===== src/rtl/freq_div_controller.sv =====
// freq_div_controller: programmable prescaler sequencer; one-cycle tick every div_q+1 clk cycles.
// Latency: first tick is registered div_q+1 edges after the start edge; done coincides with final one-shot tick.
// Backpressure: cfg_ready high only in IDLE; config offers and start are ignored while busy.
// Optional build: define FDC_SQUARE_OUT_EN to add sq_out, which toggles on every tick edge.
// Ports: clk/rstn (async active-low); cfg_valid/cfg_ready handshake carrying cfg_div, cfg_count, cfg_oneshot;
//        start/stop level requests; tick, tick_cnt, busy, done status outputs; sq_out (optional).
module freq_div_controller #(
  parameter int WIDTH = 18,
  parameter int CNT_W = 8
) (
  input  logic             clk,
  input  logic             rstn,
  input  logic             cfg_valid,
  output logic             cfg_ready,
  input  logic [WIDTH-1:0] cfg_div,
  input  logic [CNT_W-1:0] cfg_count,
  input  logic             cfg_oneshot,
  input  logic             start,
  input  logic             stop,
  output logic             tick,
  output logic [CNT_W-1:0] tick_cnt,
  output logic             busy,
  output logic             done
`ifdef FDC_SQUARE_OUT_EN
  ,
  output logic             sq_out
`endif
);

  typedef enum logic [1:0] {
    S_IDLE = 2'd0,
    S_RUN  = 2'd1,
    S_DONE = 2'd2
  } state_t;

  state_t           state;
  logic [WIDTH-1:0] pcnt;
  logic [WIDTH-1:0] div_q;
  logic [CNT_W-1:0] count_q;
  logic             oneshot_q;
  logic [CNT_W-1:0] tick_cnt_nxt;
  logic             period_end;
  logic             launch;

  assign tick_cnt_nxt = tick_cnt + CNT_W'(1);
  assign period_end   = (pcnt == div_q);
  // stop has priority over start in IDLE
  assign launch       = start && !stop;

  always_ff @(posedge clk or negedge rstn) begin
    if (!rstn) begin
      state     <= S_IDLE;
      pcnt      <= '0;
      tick      <= 1'b0;
      tick_cnt  <= '0;
      done      <= 1'b0;
      busy      <= 1'b0;
      cfg_ready <= 1'b1;
      div_q     <= '1;
      count_q   <= '0;
      oneshot_q <= 1'b0;
    end else begin
      case (state)
        S_IDLE: begin
          tick <= 1'b0;
          // Config latched on the same edge as start applies to that run.
          if (cfg_valid) begin
            div_q     <= cfg_div;
            count_q   <= cfg_count;
            oneshot_q <= cfg_oneshot;
          end
          if (launch) begin
            state     <= S_RUN;
            pcnt      <= '0;
            tick_cnt  <= '0;
            busy      <= 1'b1;
            cfg_ready <= 1'b0;
          end
        end
        S_RUN: begin
          if (stop) begin
            // stop wins over a coincident terminal count: no tick, no done
            state     <= S_IDLE;
            tick      <= 1'b0;
            pcnt      <= '0;
            busy      <= 1'b0;
            cfg_ready <= 1'b1;
          end else if (period_end) begin
            pcnt     <= '0;
            tick     <= 1'b1;
            tick_cnt <= tick_cnt_nxt;
            // count_q==0 matches when the counter wraps, i.e. after 2^CNT_W ticks
            if (oneshot_q && (tick_cnt_nxt == count_q)) begin
              state <= S_DONE;
              done  <= 1'b1;
            end
          end else begin
            pcnt <= pcnt + WIDTH'(1);
            tick <= 1'b0;
          end
        end
        S_DONE: begin
          state     <= S_IDLE;
          tick      <= 1'b0;
          pcnt      <= '0;
          done      <= 1'b0;
          busy      <= 1'b0;
          cfg_ready <= 1'b1;
        end
        default: begin
          state     <= S_IDLE;
          tick      <= 1'b0;
          pcnt      <= '0;
          done      <= 1'b0;
          busy      <= 1'b0;
          cfg_ready <= 1'b1;
        end
      endcase
    end
  end

`ifdef FDC_SQUARE_OUT_EN
  // Toggles on the same edge that raises tick; holds through stop and done.
  always_ff @(posedge clk or negedge rstn) begin
    if (!rstn) begin
      sq_out <= 1'b0;
    end else if (state == S_IDLE && launch) begin
      sq_out <= 1'b0;
    end else if (state == S_RUN && !stop && period_end) begin
      sq_out <= ~sq_out;
    end
  end
`endif

endmodule

===== config.mk =====
export PLATFORM = sky130hd
export DESIGN_NAME = freq_div_controller
export DESIGN_NICKNAME = d
export VERILOG_FILES = /design/src/rtl/freq_div_controller.sv
export SDC_FILE = /design/constraint.sdc
export NUM_CORES = 1
export LEC_CHECK = 0
export CORE_UTILIZATION = 38
export DETAILED_ROUTE_END_ITERATION = 10
export DONT_BUFFER_PORTS = 1
export PLACE_DENSITY_LB_ADDON = 0.05
export SYNTH_ARGS = -nofsm -noshare
export SYNTH_HDL_FRONTEND = slang
export SYNTH_SLANG_ARGS = --single-unit
export TNS_END_PERCENT = 100

===== constraint.sdc =====
create_clock -name clk -period 2.1 [get_ports clk]
set_input_delay 0.105 -clock clk [delete_from_list [all_inputs] [get_ports clk]]
set_output_delay 0.105 -clock clk [all_outputs]
set_load 0.1 [all_outputs]

Yosys cells after proc, flatten, opt, wreduce, memory -nomap -nowiden --
Index checks and enable logic that the tools add are counted.
Word-level totals: bits of input ports 32, output and inout port bits 12, bits in registers 59
Cells by class: reduce and logical (&&, ||, !) cells 10, $add $sub $neg 2, bitwise gates (word level) 1, multiplexer cells 26, eq/ne operators 10
Operator list (number):
- 18-bit 2-to-1 mux | 3
- 18-bit one-hot mux with 2 select lines | 1
- 8-bit 2-to-1 mux | 3
- 18-bit by 1-bit adder with 18-bit output, second input constant | 1
- 18-bit equality test | 1
- 8-bit one-hot mux with 2 select lines | 1
- 1-bit 2-to-1 mux | 10
- 2-bit != test, second input constant | 5
- 8-bit by 1-bit adder with 8-bit output, second input constant | 1
- 8-bit equality test | 1
- 2-bit 2-to-1 mux | 4
- 4-bit AND reduction | 2
- 3-bit != test, second input constant | 2
- 1-bit one-hot mux with 2 select lines | 3
- 2-bit one-hot mux with 2 select lines | 1
- 2-bit AND reduction | 2
- 3-bit AND reduction | 1
- 2-bit by 1-bit equality test with 1-bit output, second input constant | 1
- 1-bit logical AND | 2
- 2-bit logical NOT | 1
- 2-bit nonzero test | 1
- 1-bit logical NOT | 1
- 1-bit inverter | 1

Depth between registers and ports, before layout --
word-level depth 7, depth in mapped cells 8

Worst setup path after synthesis --
No wires, ideal clock.
path kind reg-to-reg, from reg tick_cnt[0], to reg state[0], cell stages (with the launch flop) 8, clock period less this slack 2.385 ns, slack -0.285 ns, required time 1.980 ns, arrival 2.264 ns, setup time 0.120 ns, cells stage by stage dfrtp_1 > ha_1 > nand3_1 > nor2_1 > xnor2_1 > nor4_2 > nand4_1 > o211a_1
Between the ends: cells in the longest elaborated chain, start to end 5
RTL lines:
- start, declared | RTL line 21 | output logic [CNT_W-1:0] tick_cnt,
- start signal, assigned | RTL line 91 | tick_cnt <= tick_cnt_nxt;
- 8-bit by 1-bit adder with 8-bit output | RTL line 45 | assign tick_cnt_nxt = tick_cnt + CNT_W'(1);
- 8-bit equality test | RTL line 93 | if (oneshot_q && (tick_cnt_nxt == count_q)) begin
- 1-bit logical AND | RTL line 93
- 3-bit != test (no line)
- 3-bit AND reduction (no line)
- end signal, assigned | RTL line 94 | state <= S_DONE;
- end signal, assigned | RTL line 103 | state <= S_IDLE;
- end signal, assigned | RTL line 111 | state <= S_IDLE;
- end, declared | RTL line 36 | state_t state;
Every way passes these cells. A chain may end at the register's enable or synchronous reset.

Worst setup path after layout --
from reg pcnt[0], to reg pcnt[16]
Between the ends: cells in the longest elaborated chain, start to end 4, elaborated cells between the ends (all ways) 5, those cells by class add/sub: 1; eq/ne: 1; mux: 3
RTL lines:
- start, declared | RTL line 37 | logic [WIDTH-1:0] pcnt;
- start signal, assigned | RTL line 98 | pcnt <= pcnt + WIDTH'(1);
- 18-bit by 1-bit adder with 18-bit output / 18-bit equality test (equally long branches) | RTL line 98, 46
- 18-bit 2-to-1 mux * | RTL line 88 | end else if (period_end) begin
- 18-bit 2-to-1 mux * | RTL line 81 | if (stop) begin
- 18-bit one-hot mux with 2 select lines * | RTL line 63 | case (state)
Every way passes the cells marked *; elsewhere a longest branch is shown, timed or not.

==> summary.md <==
### Run status
* finished, final reports clean — status

### Logic synthesis
* 294 — cell count after synthesis
* 3110 um^2 — Synth Cell Area
* 0 — number of synthesized flops with an enable pin
* 10.58 um^2 — synthesized area per cell
* sky130_fd_sc_hd__dfrtp_1 — top flip-flop cell by instance count after synthesis
* 100.0% — post-synthesis async set-or-reset flop share
* sky130_fd_sc_hd__dfrtp_1 — cell with the most instances after synthesis
* sky130_fd_sc_hd__dfrtp_1, sky130_fd_sc_hd__dfstp_2, sky130_fd_sc_hd__mux2_2 — leading post-synthesis cells by cell area
* 59 — flip-flop and latch count after synthesis
* 48.23% — Seq/Total Area, Yosys
* 0 — total of warnings raised by yosys
* 328 — net count after synthesis
* 50 — Distinct cells, synth
* sky130_fd_sc_hd__dfrtp_1, sky130_fd_sc_hd__mux2_2, sky130_fd_sc_hd__nor2_1 — commonest cells in the netlist
* 32.18% — fraction of synthesized cell area taken by the top area cell type
* sky130_fd_sc_hd__dfrtp_1 — post-synth top area cell

### GRT
* 0 — GR Overflow Total
* 60 — pin count of the biggest net entering global routing
* 18.18% — all-layer global routing usage
* 11.70 mm — first-pass GRT wire length
* 2,291 — number of global-route vias before repair
* 0 — number of antenna violations at the first check in global routing

### Layout
* 3938 um^2 — Design Area, Final
* 387 — Final #Nets
* 26.59% — area added between synthesis and finish
* 460 — number of standard cells in the layout, taps in and fillers out
* 746 — filler cell count in the final layout
* 1560 um^2 — area used by multi-input combinational logic
* 50.43% — utilization after layout
* 29.89% — fraction of layout cells with a size suffix above 1
* 0 — Diodes inserted
* 1509 um^2 — area of all sequential standard cells

### Clock tree
* 3 — count of H-tree levels built during CTS
* 0 — setup fix buffers added after clock tree synthesis
* 0.34 ns — latest clock arrival within the worst-skew pair
* 2 — buffer levels on the longest clock path
* 9 — CTS buffer count
* 0.07 ns — post-CTS clock slew at the launch and capture registers of the worst setup and hold paths
* sky130_fd_sc_hd__clkbuf_8 — buffer type at the clock tree root
* 59 — TritonCTS sink count
* built — TritonCTS clock tree

### Min path
* start — start point of the worst hold path
* 3 — hold path cells
* in2reg — worst min-delay path class

### Setup path
* 7 — worst r2r path cells
* reg2reg — critical path class
* flip-flop — endpoint type of the worst setup path
* 24 — critical path fanouts, max
* flip-flop — element type at the critical path start
* 2.19 ns — Critical Path AT
* pcnt[0]$_DFFE_PN0N_ — launch point of the worst path
* 2.33 ns — Crit path required time
* pcnt[0]$_DFFE_PN0N_ — startpoint of the most critical register-to-register path

### Routing
* 0 — DRC violation count after routing
* 118 — DRC marker count from the first detailed-route iteration
* 4 — DRT Pass-1 Iters
* 7.229 mm — WL final
* 2,348 — vias post-DR
* 5.104 — via-per-instance ratio
* 0 — Post-DRT Antenna Nets
* 15.72 um — routed length per instance

### STA
* 0.009653 ns — skew final
* 0 ns — setup TNS
* 1.960 ns — post-route minimum period
* 0 — Setup-failing EPs final
* 0 — Final Max Slew Viols
* 0 — final-report hold violation count
* 93.32% — final critical-path share of the clock period
* 63.51% — Slew Limit Headroom
* 0.5454 ns — Worst-Margin Slew
* 510.3 MHz — maximum achievable frequency

### Floorplanning
* 8552 um^2 — die area
* 7807 um^2 — area of the placeable core
* 39.84% — starting density of the core
* 92.48 um — Die Wd
* 32 — cell row count
* 92.48 um — Die Height
* 44 — Top-Level Pins

### Placement
* 0.7733 — final RePlAce weighted congestion
* 0 — count of port buffers added during placement
* 413 — Cells after DPL
* 4.975 mm — post-detail-place hpwl
* 3401 um^2 — placed cell areas

### Power and ir drop
* 680.2 nW/um^2 — Pwr per Cell Area
* 2678 uW — overall power
* 0.001712 uW — leakage power figure
* 0.0004161 V — worst vdd rail ir drop

### Run
* 0 — count of maximum capacitance violations

==> routing by layer <==
layer	routed length [um]	vias to the layer above	GRT usage, %
met1	3715	1122	26.47
met2	3116	54	26.05
met5	0	-	0
li1	-	1160	-
met4	113	0	6.641
met3	283	12	4.351
==> sequential cells by signal, indices dropped and copies added (netlist names), 2 cells and up <==
name and count:
pcnt 18, count_q 8, state 2, tick_cnt 8
div_q 18
==> cell usage in the layout, fill, tap and decap left out, types with 5 or more instances in the layout <==
| cell | n |
|---|---|
| sky130_fd_sc_hd__nand3_1 | 10 |
| sky130_fd_sc_hd__nor2b_1 | 6 |
| sky130_fd_sc_hd__nand2b_1 | 5 |
| sky130_fd_sc_hd__dfrtp_1 | 33 |
| sky130_fd_sc_hd__dlygate4sd3_1 | 30 |
| sky130_fd_sc_hd__nor3_1 | 10 |
| sky130_fd_sc_hd__dfstp_2 | 19 |
| sky130_fd_sc_hd__clkbuf_8 | 11 |
| sky130_fd_sc_hd__nor2_1 | 26 |
| sky130_fd_sc_hd__dfrtp_2 | 7 |
| sky130_fd_sc_hd__xnor2_1 | 11 |
| sky130_fd_sc_hd__and2_1 | 6 |
| sky130_fd_sc_hd__mux2_2 | 27 |
| sky130_fd_sc_hd__nand2_1 | 17 |
| sky130_fd_sc_hd__a22o_1 | 5 |
| sky130_fd_sc_hd__buf_4 | 24 |
| sky130_fd_sc_hd__o21ai_0 | 24 |
| sky130_fd_sc_hd__inv_1 | 9 |
| sky130_fd_sc_hd__xor2_1 | 18 |
==> power breakdown <==
part | switching [uW] | leakage [uW] | internal [uW] | total, uW
Sequential | 70.8 | 0.000715 | 1270 | 1340
Combinational | 202 | 0.000903 | 196 | 398
Clock | 456 | 0.0000932 | 488 | 944
==> through the flow <==
step | hold slack (ns) | setup WS, ns
2_1_floorplan | -0.1906 | 0.06906
3_5_place_dp | -0.1890 | 0.01757
5_1_grt | 0.06402 | -0.01206
6_report | 0.04152 | 0.1403
4_1_cts | 0.01622 | 0.009863
3_3_place_gp | -0.1886 | 0.07046
==> cells by family after synthesis <==
| logic type | count (synthesis) | synth area share, % |
|---|---|---|
| mux | 28 | 10.10 |
| flops | 59 | 48.23 |
| fa+ha+maj | 2 | 0.8044 |
| compound gates | 53 | 11.43 |
| simple gates | 105 | 18.54 |
| xor+xnor | 29 | 8.166 |
| buf+inv | 18 | 2.735 |
==> cell type report <==
| type | instances | share of cell area, % |
|---|---|---|
| inverters | 10 | 0.9851 |
| flip-flops and latches | 59 | 38.32 |
| clock buffers | 13 | 4.036 |
| clock inverters | 3 | 0.3813 |
| repair buffers | 56 | 13.41 |
| well taps | 102 | 3.241 |
| multi-input cells | 217 | 39.63 |
==> final timing paths <==
path	endpoint	slack (ns)
hold / removal	cfg_ready$_DFFE_PN1P_	0.04
hold reg to reg	cfg_ready$_DFFE_PN1P_	0.52
setup / recovery	pcnt[16]$_DFFE_PN0N_	0.14
max in group asynchronous	div_q[7]$_DFFE_PN1P_	1.49
min in group asynchronous	count_q[2]$_DFFE_PN0P_	0.27
setup reg to reg	pcnt[16]$_DFFE_PN0N_	0.14
==> critical path, stage by stage (launching register included) <==
cell and delay [ns]:
sky130_fd_sc_hd__dfrtp_1 0.45, sky130_fd_sc_hd__xor2_1 0.17, sky130_fd_sc_hd__nor4_2 0.33, sky130_fd_sc_hd__nand3_2 0.19, sky130_fd_sc_hd__o21ai_4 0.20, sky130_fd_sc_hd__buf_12 0.17
sky130_fd_sc_hd__o21ai_0 0.09, sky130_fd_sc_hd__a22o_1 0.25
==> what timing repair did <==
action / in CTS / in global routing
hold endpoints to repair: 89 / 0
endpoints found under the setup margin: 0 / 16
resized for setup: 0 / 6
hold buffers: 31 / 0
(Power assumes the default switching activity.)
